`src/rtl/decoder_3to8_pipe.sv`:
```
// Registered 3-to-8 one-hot decoder with valid/ready handshakes, a 2-entry
// output buffer (output register + skid) and a built-in 0..7 sweep sequencer.
module decoder_3to8_pipe #(
   parameter int CNT_W = 16
) (
   input  logic             clk,
   input  logic             rst_n,
   input  logic             in_valid,
   output logic             in_ready,
   input  logic [2:0]       in_code,
   input  logic             in_en,
   output logic             out_valid,
   input  logic             out_ready,
   output logic [7:0]       out_onehot,
   input  logic             sweep_start,
   output logic             sweep_busy,
   output logic             sweep_done,
   output logic [CNT_W-1:0] accept_count
);

   typedef enum logic [1:0] {
      S_IDLE,
      S_SWEEP,
      S_DONE
   } state_t;

   state_t             r_state;
   state_t             w_state_next;
   logic [2:0]         r_idx;

   logic               r_out_valid;
   logic [7:0]         r_out_word;
   logic               r_skid_valid;
   logic [7:0]         r_skid_word;
   logic [CNT_W-1:0]   r_count;

   logic               w_idle;
   logic               w_space;
   logic               w_ext_push;
   logic               w_sweep_push;
   logic               w_push;
   logic               w_pop;
   logic [7:0]         w_ext_word;
   logic [7:0]         w_push_word;

   // Space means the skid slot is free; out_ready is deliberately not used so
   // in_ready never depends combinationally on the downstream.
   assign w_space      = !r_skid_valid;
   assign in_ready     = rst_n && w_idle && w_space;

   assign w_ext_word   = in_en ? (8'h01 << in_code) : 8'h00;
   assign w_ext_push   = in_valid && in_ready;
   assign w_sweep_push = (r_state == S_SWEEP) && w_space;
   assign w_push       = w_ext_push || w_sweep_push;
   assign w_push_word  = w_sweep_push ? (8'h01 << r_idx) : w_ext_word;
   assign w_pop        = r_out_valid && out_ready;

   // NOTE: sequential state uses <= so every register samples pre-edge values.
   always_ff @(posedge clk) begin
      if (!rst_n) begin
         r_state <= S_IDLE;
         r_idx   <= '0;
      end else begin
         r_state <= w_state_next;
         if (r_state != S_SWEEP) begin
            r_idx <= '0;
         end else if (w_sweep_push) begin
            r_idx <= r_idx + 3'd1;
         end
      end
   end

   // NOTE: defaulting the comb target first keeps every path assigned (no latch).
   always_comb begin
      w_state_next = r_state;
      unique case (r_state)
         S_IDLE:  if (sweep_start) w_state_next = S_SWEEP;
         S_SWEEP: if (w_sweep_push && (r_idx == 3'd7)) w_state_next = S_DONE;
         S_DONE:  w_state_next = S_IDLE;
         default: w_state_next = S_IDLE;
      endcase
   end

   always_comb begin
      w_idle     = 1'b0;
      sweep_busy = 1'b0;
      sweep_done = 1'b0;
      unique case (r_state)
         S_IDLE:  w_idle     = 1'b1;
         S_SWEEP: sweep_busy = 1'b1;
         S_DONE:  sweep_done = 1'b1;
         default: w_idle     = 1'b0;
      endcase
   end

   // Two-entry FIFO: a push while the skid is occupied is impossible, so a pop
   // with a full skid only has to promote the skid word.
   always_ff @(posedge clk) begin
      if (!rst_n) begin
         r_out_valid  <= 1'b0;
         r_out_word   <= 8'h00;
         r_skid_valid <= 1'b0;
      end else if (w_pop) begin
         if (r_skid_valid) begin
            r_out_word   <= r_skid_word;
            r_skid_valid <= 1'b0;
         end else if (w_push) begin
            r_out_word <= w_push_word;
         end else begin
            r_out_valid <= 1'b0;
         end
      end else if (w_push) begin
         if (!r_out_valid) begin
            r_out_valid <= 1'b1;
            r_out_word  <= w_push_word;
         end else begin
            r_skid_valid <= 1'b1;
         end
      end
   end

   // NOTE: skid data needs no reset; r_skid_valid alone qualifies it.
   always_ff @(posedge clk) begin
      if (w_push && !w_pop && r_out_valid) begin
         r_skid_word <= w_push_word;
      end
   end

   always_ff @(posedge clk) begin
      if (!rst_n) begin
         r_count <= '0;
      end else if (w_pop) begin
         r_count <= r_count + CNT_W'(1);
      end
   end

   assign out_valid    = r_out_valid;
   assign out_onehot   = r_out_word;
   assign accept_count = r_count;

endmodule

```
`config.mk`:
```
export PLATFORM = sky130hd
export DESIGN_NAME = decoder_3to8_pipe
export DESIGN_NICKNAME = d
export VERILOG_FILES = /design/src/rtl/decoder_3to8_pipe.sv
export SDC_FILE = /design/constraint.sdc
export NUM_CORES = 1
export LEC_CHECK = 0
export CORE_UTILIZATION = 51
export CTS_CLUSTER_DIAMETER = 50
export DETAILED_ROUTE_END_ITERATION = 8
export GPL_TIMING_DRIVEN = 0
export PLACE_DENSITY = 0.88
export SKIP_LAST_GASP = 1
export SLEW_MARGIN = 20
export SYNTH_ARGS = -nofsm -noshare
export SYNTH_HDL_FRONTEND = slang
export SYNTH_SLANG_ARGS = --single-unit
```
`constraint.sdc`:
```
create_clock -name clk -period 2.3 [get_ports clk]
set_input_delay 0.23 -clock clk [delete_from_list [all_inputs] [get_ports clk]]
set_output_delay 0.23 -clock clk [all_outputs]
set_load 0.01 [all_outputs]
```
# Word-level counts from Yosys, hierarchy flattened
# Index checks and enable logic that the tools add are counted.
# Widths: inputs -> output; s select.
# word_totals
word_cells,58
reg_bits,39
inputBits,9
output_inout_bits,28
# op_classes
n_shift,2
n_mux,17
eq_ne,9
n_reduce_logical,20
add_sub_neg,2
bitwise,1
# op_table
op,n
$mux 8,7
$add 16x1->16 const B,1
$shl 1x3->8 const A,2
$logic_and 1x1->1,8
$mux 1,7
$ne 2x1->1 const B,3
$ne 2x2->1 const B,3
$reduce_and 3->1,2
$mux 2,2
$pmux 2 s2,1
$reduce_and 2->1,2
$reduce_bool 2->1,2
$reduce_or 2->1,2
$add 3x1->3 const B,1
$eq 3x3->1 const B,1
$eq 2x1->1 const B,1
$eq 2x2->1 const B,1
$logic_not 1->1,2
$logic_not 2->1,1
$logic_or 1x1->1,1
$not 1->1,1

# Depth between registers and ports, before layout
# Gate-level depths: netlist of run 1.
# depth
word_depth,9
mapped_depth,9
ltp_nobuf,7

# Worst setup path after synthesis of run 1
# No wires, ideal clock.
# synth_timing
path_type,input-to-reg
from,in rst_n
to,"reg r_out_word[0], in the netlist out_onehot[0]"
n_path_buf,2
cell_stages,9
setup_slack_ns,0.449
t_required_ns,2.183
t_arrival_ns,1.734
cell_sequence,clkbuf_1 > a21oi_1 > nor3_1 > inv_1 > ha_1 > a221oi_1 > nor2b_1 > clkbuf_1 > a22o_1
# synth_between
elab_chain_len,6
# synth_rtl
item,line,rtl
from (decl),7,"input logic rst_n,"
$logic_and 1x1->1 (2 in a row),49,assign in_ready = rst_n && w_idle && w_space;
$logic_and 1x1->1,52,assign w_ext_push = in_valid && in_ready;
$logic_or 1x1->1,54,assign w_push = w_ext_push || w_sweep_push;
$reduce_bool 2->1 (no line),n/a,
$reduce_and 3->1 (no line),n/a,
to (signal assigned),105,r_out_word <= r_skid_word;
to (signal assigned),108,r_out_word <= w_push_word;
to (signal assigned),115,r_out_word <= w_push_word;
to (decl),32,logic [7:0] r_out_word;
# Parallel ways exist; a longest one is shown, timed or not.
# A chain may end at the register's enable or synchronous reset.

# Final worst setup path of run 1
# layout_timing
from,in rst_n
to,"reg r_out_word[4], in the netlist out_onehot[4]"
# Same word-level chain as after synthesis.

==> summary.txt, run 1 <==
Detailed routing
  • Wire per inst: ~13 um
  • DR iter-0 viols: 87
  • ANT nets after route: 0
  • Vias per cell: 5.41
  • Pre-Repair DR Iteration Count: 4
  • Residual DRC: 0
  • Final wirelength: 3920 um
  • Vias after detailed routing: 1619

Floorplan
  • Chip height: approximately 64 um
  • I/O pin cnt: 37
  • FP Rows: 22
  • Die W: 64.1 um
  • Die area: ~4000 um^2
  • Core Region: 3690 um^2
  • Starting Density: 0.533

Placed design
  • GP Congestion: 0.893
  • Placed Cells: roughly 290
  • Hpwl dp: 2900 um
  • Pre-CTS setup slack: -0.485 ns
  • Input/output buffers: 36

Synth
  • Post-Syn Area: 1970 um^2
  • Synth Area in XOR/XNOR: 0.0490
  • Post-synth cell types: 36
  • Avg Cell Area, Syn: 9.50 um^2
  • Synth Area in Compound Gates: 0.125
  • Adder-Cell Fraction of Synth Area: 0.0573
  • Simple-Gate Fraction of Synth Area: 0.254
  • Synth Net Count: 225
  • Flops & latches, synth: 39
  • Post-synthesis sequential area ratio: 0.438
  • Most frequent cell after synthesis: dfxtp_1
  • Gate Count Post-Synth: 207
  • Post-synthesis mux area share: 0.0306
  • Ys Warns: 0
  • Top post-synthesis cells by area: dfxtp_1, edfxtp_1, ha_1, and2_1, nand3_1
  • Post-synth EDFFs: 8
  • Yosys top cell area share: 0.316
  • Synth Flop Type: dfxtp_1
  • Asr flop ratio synth: 0
  • Commonest cells in the netlist: dfxtp_1, nand2_1, and2_1
  • Yosys top cell by area: dfxtp_1
  • Largest family of logic cells by synthesized area: simple AND/OR/NAND/NOR gates

Clocking
  • Clk buf depth: 2
  • CTS tree: done
  • Post-CTS Hold Fix Bufs: 0
  • Root Buffer: clkbuf_8
  • CTS H-tree depth: 2
  • Worst skew pair latency: 0.29 ns
  • TritonCTS buffer count: 5
  • Clock Sinks: 39
  • CTS clk-pin slew, worst paths: 0.07 ns

GRT
  • Largest net degree at the start of global routing: 12
  • Initial antenna violation count: 0
  • All-Layer GR Usage: 0.212
  • First-pass GRT wire length: 6680 um
  • GRT overflow: 0
  • Vias in the first global route: 1414

Worst setup path
  • Max stage delay on crit path: 0.50 ns
  • CP bufs+invs: 4
  • Critical path cell sequence: clkdlybuf4s50_1 -> clkbuf_4 -> a21oi_1 -> nor3_2 -> inv_1 -> ha_1 -> a221oi_2 -> nor2b_1 -> clkbuf_1 -> a22o_1
  • Required time worst endpoint: approximately 2.5 ns
  • CP max FO: 10
  • CP endpoint kind: flip-flop
  • Worst Setup Path Type: in -> reg
  • Slowest cell on crit path: clkdlybuf4s50_1
  • CP top delay family: buffers and inverters
  • Arrival time of the worst setup path: 2.26 ns
  • CP Launch Type: primary input

Power and ir drop
  • Worst VDD drop: 0.000298 V
  • Cell Pwr Density: around 560 nW/um^2
  • Leak: 0.950 nW
  • Total power: 0.00138 W

Timing
  • Final Hold Slack: between 0.4 and 0.5 ns
  • Setup_tns: 0 ns
  • Final Skew: 0.00587 ns
  • Final Max Tran Viols: 0
  • Worst slew pin tran: 0.432 ns
  • Final hold violations: 0
  • RSZ-0062 raised after global routing: false
  • Fmax: 483 MHz
  • Setup Viol. Count Final: 0
  • Worst slew margin: 0.708
  • Final Worst Setup Slack: 0.227 ns
  • Crit share post-route: 0.901
  • Post-route minimum period: just over 2 ns

Job
  • Max-cap viol count: 0

Cells and area
  • Share of layout cells above drive strength 1: 0.0916
  • Final nets: 268
  • Final Non-Filler Cells: 299
  • P&R area growth vs syn: 26.3%
  • Filler instances: 300
  • Ant. Diodes: 0

Min path
  • Hold Path Class: reg -> reg

Status
  • Outcome: completed
==> path summary, 6_finish.rpt <==
check	startpoint	to	slack, ns	cells after the start
setup / recovery	rst_n	out_onehot[4]$_SDFFE_PN0P_	0.23	10
hold / removal	out_onehot[7]$_SDFFE_PN0P_	out_onehot[7]$_SDFFE_PN0P_	0.47	1
setup reg to reg	out_valid$_SDFFE_PN0P_	out_onehot[4]$_SDFFE_PN0P_	0.29	7
hold reg to reg	out_onehot[7]$_SDFFE_PN0P_	out_onehot[7]$_SDFFE_PN0P_	0.47	1
==> power breakdown <==
group          switching [W]  internal (W)  leakage (nW)
Sequential         0.0000198      0.000726         0.324
Clock               0.000227      0.000213        0.0422
Combinational       0.000107     0.0000890         0.584
Total               0.000353       0.00103         0.950
==> cells by family after synthesis <==
logic type                 after synthesis
adders and majority gates                9
muxes                                    6
DFF                                     39
AOI/OAI and AO/OA                       31
and+or+nand+nor                         91
xor gates and xnor gates                11
buffers and inverters                   20
==> stage by stage <==
stage	util	instance area (um^2)
3_3_place_gp	0.647	2390
2_1_floorplan	-	1970
4_1_cts	0.671	2470
5_1_grt	0.673	2480
3_5_place_dp	0.647	2390
6_report	0.673	2480
==> sequential cells by signal, summed over array words and instances (netlist names) <==
| signal | flops |
|---|---|
| out_valid | 1 |
| r_state | 2 |
| accept_count | 16 |
| r_skid_valid | 1 |
| out_onehot | 8 |
| r_idx | 3 |
| r_skid_word | 8 |
==> final cells by class <==
type	count	area, um^2	area share
multi-input combinational	148	1030	0.413
clock buffer	7	76.3	0.0307
timing repair buffer	36	360	0.145
inverter	10	37.5	0.0151
sequential	39	861	0.347
clock inverter	1	5.00	0.00202
buffer	10	56.3	0.0227
tap	48	60.1	0.0242
==> worst register-to-register path, stage by stage, from the launching register on <==
cell and delay (ns):
dfxtp_1 0.49, and2_1 0.27, inv_1 0.13, ha_1 0.23
a221oi_2 0.23, nor2b_1 0.09, clkbuf_1 0.20, a22o_1 0.27
==> cell usage in the layout (no fill, tap or decap), types with 6 or more instances in the layout <==
master	count
and2_1	14
nor2_1	12
nand2_1	16
nand2b_1	9
dfxtp_1	31
o311ai_0	6
mux2i_1	6
clkbuf_1	6
clkdlybuf4s50_1	36
ha_1	9
inv_1	10
o31ai_1	6
a32o_1	6
or2_2	6
xnor2_1	6
edfxtp_1	8
nand3_1	13
==> routing by layer <==
layer / global-route usage / share of wire / vias to the layer above
li1: - / - / 825
met1: 0.296 / 0.47 / 749
met2: 0.318 / 0.47 / 42
met3: 0.0393 / 0.047 / 3
met4: 0.0938 / 0.0097 / 0
met5: 0 / 0 / -
==> timing repair <==
item,CTS,global route
gates resized for setup,2,3
setup buffers,0,0
endpoints found under the setup margin,8,8
Note: power is estimated with default switching activity, not from simulation.
==> run 2: changes to the inputs <==
CORE_MARGIN = 1   (was default)
CORE_UTILIZATION = 53   (was 51)
PLACE_DENSITY = 0.91   (was 0.88)
clock period = 2.5 ns   (was 2.3 ns; I/O delays follow)
==> run 2 against run 1 <==
Clock power is 4.8% lower. Sequential share of layout area is 0.14 points higher. Count of clock-buffer cells in the layout stayed put. Combinational power is 6% lower. Final cell count is 0.67% lower. Sequential power is 7.9% lower. Setup slack better by 0.0078 ns.
==> summary.txt, run 2 (synthesis gave the netlist of run 1 again) <==
Job
  • Max-cap viol count: 0 (unchanged)

GRT
  • Vias in the first global route: 1518 (was 1414)
  • First-pass GRT wire length: 6870 um (was 6680 um)
  • Initial antenna violation count: 0 (unchanged)
  • Largest net degree at the start of global routing: 12 (unchanged)
  • All-Layer GR Usage: 0.226 (was 0.212)
  • GRT overflow: 0 (unchanged)

Cells and area
  • Design Area, Final: 2470 um^2 (was 2480 um^2)
  • Share of layout cells above drive strength 1: 0.0876 (was 0.0916)
  • Commonest non-fill, non-tap cell in the layout: clkdlybuf4s50_1 (unchanged)
  • Core Util, Final: 0.718 (was 0.673)
  • Ant. Diodes: 0 (unchanged)
  • P&R area growth vs syn: 25.8% (was 26.3%)
  • Filler instances: 263 (was 300)
  • Most frequent cells in the layout: clkdlybuf4s50_1, dfxtp_1, nand2_1 (unchanged)
  • Final nets: 268 (unchanged)
  • Number of flip-flops in the largest register: 16 (unchanged)

Timing
  • RSZ-0062 raised after global routing: false (unchanged)
  • Setup Viol. Count Final: 0 (unchanged)
  • Worst slew pin tran: 0.582 ns (was 0.432 ns)
  • Final Max Tran Viols: 0 (unchanged)
  • Final hold violations: 0 (unchanged)
  • Final Worst Setup Slack: 0.235 ns (was 0.227 ns)
  • Crit share post-route: 0.906
  • Final Skew: 0.00643 ns (was 0.00587 ns)
  • Post-route minimum period: 2.26 ns
  • Worst slew margin: 0.607 (was 0.708)
  • Fmax: ~440 MHz

Worst setup path
  • CP max FO: 10 (unchanged)
  • CP endpoint kind: flip-flop (unchanged)
  • Worst Setup Path Type: in -> reg (unchanged)
  • Required time worst endpoint: 2.69 ns (was 2.48 ns)
  • CP Launch Type: primary input (unchanged)
  • Arrival time of the worst setup path: 2.45 ns (was 2.26 ns)

Power and ir drop
  • Cell Pwr Density: 522 nW/um^2 (was 556 nW/um^2)
  • Leak: 0.947 nW (was 0.950 nW)
  • Worst VDD drop: 0.000365 V (was 0.000298 V)

Detailed routing
  • Pre-Repair DR Iteration Count: 4 (unchanged)
  • Vias per cell: 5.62 (was 5.41)
  • Wire per inst: 14.2 um (was 13.1 um)
  • Final wirelength: 4220 um (was 3920 um)
  • ANT nets after route: 0 (unchanged)
  • DR iter-0 viols: 112 (was 87)
  • Vias after detailed routing: 1670 (was 1619)
  • Residual DRC: 0 (unchanged)

Floorplan
  • I/O pin cnt: 37 (unchanged)
  • Die area: 3960 um^2 (was 4110 um^2)
  • FP Rows: 21 (was 22)
  • Core Region: 3440 um^2 (was 3690 um^2)
  • Starting Density: 0.571 (was 0.533)
  • Die W: 62.9 um (was 64.1 um)
  • Chip height: 62.9 um (was 64.1 um)

Placed design
  • Input/output buffers: 36 (unchanged)
  • Hpwl dp: 2980 um (was 2900 um)
  • Placed inst area: 2380 um^2 (was 2390 um^2)
  • GP Congestion: 0.876 (was 0.893)
  • Pre-CTS setup slack: -0.294 ns (was -0.485 ns)

Clocking
  • Clock Sinks: 39 (unchanged)
  • Worst skew pair latency: 0.30 ns (was 0.29 ns)
  • Post-CTS Hold Fix Bufs: 0 (unchanged)
  • Resized cells post-CTS: 0 (was 2)
  • CTS clk-pin slew, worst paths: 0.07 ns (about the same)
  • Postcts setup bufs: 0 (unchanged)
  • CTS H-tree depth: 2 (unchanged)
  • CTS tree: done (unchanged)
  • TritonCTS buffer count: 5 (unchanged)
  • Clk buf depth: 2 (unchanged)
  • Root Buffer: clkbuf_8 (unchanged)

Status
  • Outcome: completed (unchanged)

Min path
  • Hold Path Class: reg -> reg (unchanged)
run 2: report_power, final:
| group | switching (W) | internal (W) | leakage, nW |
|---|---|---|---|
| Sequential | 0.0000195 | 0.000668 | 0.324 |
| Clock | 0.000222 | 0.000196 | 0.0422 |
| Combinational | 0.000103 | 0.0000814 | 0.581 |
run 2: critical path, cell delays in order:
cell and delay [ns]:
clkdlybuf4s50_1 0.48, clkbuf_2 0.24, a21oi_1 0.10, nor3_1 0.30, inv_1 0.08, ha_1 0.19, a221oi_2 0.24, nor2b_1 0.08
clkbuf_1 0.20, a22o_1 0.28
run 2: layout make-up:
class	instances	area (um^2)	share of cell area
well taps	46	57.6	0.0233
multi-input cells	148	1020	0.413
repair buffers	36	360	0.146
plain buffers	10	53.8	0.0218
clock inverters	1	5.00	0.00202
inverters	10	37.5	0.0152
flip-flops and latches	39	861	0.348
clock buffers	7	76.3	0.0309
run 2: path summary, 6_finish.rpt:
path                                                  from  cells after the start                         end  slack, ns
worst max register to register      out_valid$_SDFFE_PN0P_                      7  out_onehot[4]$_SDFFE_PN0P_       0.40
worst min-delay path            out_onehot[2]$_SDFFE_PN0P_                      1  out_onehot[2]$_SDFFE_PN0P_       0.47
worst min register to register  out_onehot[2]$_SDFFE_PN0P_                      1  out_onehot[2]$_SDFFE_PN0P_       0.47
worst max-delay path                                 rst_n                     10  out_onehot[4]$_SDFFE_PN0P_       0.24
run 2: per-stage QoR:
step	setup TNS, ns	instances	hold slack [ns]	power, W
floorplan	0	207	0.413	0.000806
global placement	-1.53	289	0.453	0.000868
detailed placement	-2.10	289	0.459	0.000877
CTS	0	297	0.475	0.00128
global route	0	297	0.497	0.00134
finish	0	297	0.470	0.00129
run 2: metal layers:
metal,GRT usage,vias to the layer above,share of wire
met1,0.302,788,0.44
met5,0,-,0
met4,0.110,0,0.024
li1,-,820,-
met2,0.336,52,0.48
met3,0.0602,10,0.056
==> run 3: changes to the inputs <==
CTS_BUF_LIST = sky130_fd_sc_hd__clkbuf_2   (was default)
SETUP_SLACK_MARGIN = 0.3   (was default)
==> run 3 against run 2 <==
Final cell count unchanged. Combinational power about the same. First-iteration DRC count increased by 19%. Clock power decreased by 33%. Power decreased by 10%. Sequential share of layout area increased by 0.55 points. Fmax increased by 9.9%. Critical path type unchanged. Highest routed layer unchanged.
==> summary.txt, run 3 (synthesis gave the netlist of run 1 again) <==
Detailed routing
  • DR iter-0 viols: 133 (was 112)
  • ANT nets after route: 0 (unchanged)
  • Vias per cell: 5.59 (was 5.62)
  • Pre-Repair DR Iteration Count: 4 (unchanged)
  • Wire per inst: 14.0 um (was 14.2 um)
  • Residual DRC: 0 (unchanged)
  • Final wirelength: 4160 um (was 4220 um)
  • Vias after detailed routing: 1660 (was 1670)

Timing
  • Crit share post-route: 0.824 (was 0.906)
  • Worst slew pin tran: 0.475 ns (was 0.582 ns)
  • Worst slew margin: 0.680 (was 0.607)
  • Final Max Tran Viols: 0 (unchanged)
  • Post-route minimum period: 2.06 ns (was 2.26 ns)
  • Final Worst Setup Slack: 0.440 ns (was 0.235 ns)
  • Final Skew: 0.0169 ns (was 0.00643 ns)
  • Fmax: 485 MHz (was 442 MHz)
  • RSZ-0062 raised after global routing: false (unchanged)
  • Final Hold Slack: 0.384 ns (was 0.470 ns)
  • Setup Viol. Count Final: 0 (unchanged)
  • Final hold violations: 0 (unchanged)

Cells and area
  • Most frequent cells in the layout: clkdlybuf4s50_1, dfxtp_1, nand2_1 (unchanged)
  • Ant. Diodes: 0 (unchanged)
  • Final Non-Filler Cells: 297 (unchanged)
  • Commonest non-fill, non-tap cell in the layout: clkdlybuf4s50_1 (unchanged)
  • Share of layout cells above drive strength 1: 0.104 (was 0.0876)
  • Number of flip-flops in the largest register: 16 (unchanged)
  • Filler instances: 275 (was 263)
  • Design Area, Final: 2440 um^2 (was 2470 um^2)
  • Core Util, Final: 0.708 (was 0.718)
  • P&R area growth vs syn: 24.0% (was 25.8%)
  • Final nets: 268 (unchanged)

Worst setup path
  • Required time worst endpoint: 2.81 ns (was 2.69 ns)
  • Arrival time of the worst setup path: 2.37 ns (was 2.45 ns)
  • CP Launch Type: primary input (unchanged)
  • CP top delay family: buffers and inverters (unchanged)
  • Slowest cell on crit path: clkdlybuf4s50_1 (unchanged)
  • CP bufs+invs: 4 (unchanged)
  • Worst Setup Path Type: in -> reg (unchanged)
  • Critical path cell sequence: clkdlybuf4s50_1 -> clkbuf_2 -> a21oi_1 -> nor3_2 -> inv_1 -> ha_1 -> a221oi_2 -> nor2b_1 -> clkbuf_1 -> a22o_1 (was clkdlybuf4s50_1 -> clkbuf_2 -> a21oi_1 -> nor3_1 -> inv_1 -> ha_1 -> a221oi_2 -> nor2b_1 -> clkbuf_1 -> a22o_1)
  • CP endpoint kind: flip-flop (unchanged)
  • CP max FO: 10 (unchanged)
  • Max stage delay on crit path: 0.48 ns (about the same)

Placed design
  • Hpwl dp: 2980 um (unchanged)
  • Pre-CTS setup slack: -0.294 ns (unchanged)
  • GP Congestion: 0.876 (unchanged)
  • Placed inst area: 2380 um^2 (unchanged)
  • Placed Cells: 289 (unchanged)
  • Input/output buffers: 36 (unchanged)

Clocking
  • Worst skew pair latency: 0.41 ns (was 0.30 ns)
  • CTS clk-pin slew, worst paths: 0.20 ns (was 0.07 ns)
  • Root Buffer: clkbuf_2 (was clkbuf_8)
  • Post-CTS Hold Fix Bufs: 0 (unchanged)
  • TritonCTS buffer count: 5 (unchanged)
  • Clock Sinks: 39 (unchanged)
  • Resized cells post-CTS: 1 (was 0)
  • CTS tree: done (unchanged)
  • Postcts setup bufs: 0 (unchanged)
  • CTS H-tree depth: 2 (unchanged)
  • Clk buf depth: 2 (unchanged)

Job
  • Max-cap viol count: 0 (unchanged)

Power and ir drop
  • Leak: 0.941 nW (was 0.947 nW)
  • Cell Pwr Density: 475 nW/um^2 (was 522 nW/um^2)
  • Worst VDD drop: 0.000315 V (was 0.000365 V)

Status
  • Outcome: completed (unchanged)

GRT
  • GRT overflow: 0 (unchanged)
  • First-pass GRT wire length: 6650 um (was 6870 um)
  • All-Layer GR Usage: 0.216 (was 0.226)
  • Vias in the first global route: 1472 (was 1518)
  • Largest net degree at the start of global routing: 12 (unchanged)
  • Initial antenna violation count: 0 (unchanged)

Min path
  • Hold Path Class: in -> reg (was reg -> reg)

Floorplan
  • FP Rows: 21 (unchanged)
  • I/O pin cnt: 37 (unchanged)
  • Starting Density: 0.571 (unchanged)
  • Chip height: 62.9 um (unchanged)
  • Die W: 62.9 um (unchanged)
  • Core Region: 3440 um^2 (unchanged)
  • Die area: 3960 um^2 (unchanged)
## run 3: cell types whose count changed in the layout (fill, tap and decap cells not counted)
cell,change
nor3_2,+1
clkbuf_8,-5
nor3_1,-1
dfxtp_1,-1
clkbuf_1,-2
clkbuf_2,+7
dfxtp_2,+1
## run 3: final cells by class
cell class	instances	area, um^2	area share
plain buffers	10	53.8	0.0221
clock buffers	7	35.0	0.0144
clock inverters	1	5.00	0.00205
inverters	10	37.5	0.0154
multi-input cells	148	1030	0.421
flip-flops and latches	39	862	0.354
well taps	46	57.6	0.0236
repair buffers	36	360	0.148
## run 3: stage by stage
step	total power, W	setup TNS, ns
after CTS	0.00115	0
after global routing	0.00121	0
final	0.00116	0
after global placement	0.000868	-1.53
after floorplan	0.000806	0
after detailed placement	0.000877	-2.10
## run 3: routing by layer
layer,share of wire,wire (um),global-route usage
met1,0.44,1840,0.296
met2,0.49,2020,0.327
met3,0.056,232,0.0547
met4,0.014,59,0.0785
met5,0,0,0
## run 3: worst paths after layout
path              slack [ns]                       start                          to  cells past startpoint
setup / recovery        0.44                       rst_n  out_onehot[4]$_SDFFE_PN0P_                     10
setup reg to reg        0.51      out_valid$_SDFFE_PN0P_  out_onehot[4]$_SDFFE_PN0P_                      7
hold reg to reg         0.49  out_onehot[2]$_SDFFE_PN0P_  out_onehot[2]$_SDFFE_PN0P_                      1
hold / removal          0.38                 sweep_start     r_state[0]$_SDFFE_PN0P_                      3
## run 3: where the power goes
group	switching, W	total [W]	internal [W]
combinational	0.000104	0.000186	0.0000822
clock	0.000206	0.000282	0.0000763
sequential	0.0000188	0.000689	0.000670
## run 3: tightest hold or removal path: stages
cell and delay (ns):
clkdlybuf4s50_1 0.39, nor2_1 0.09, a311oi_1 0.05
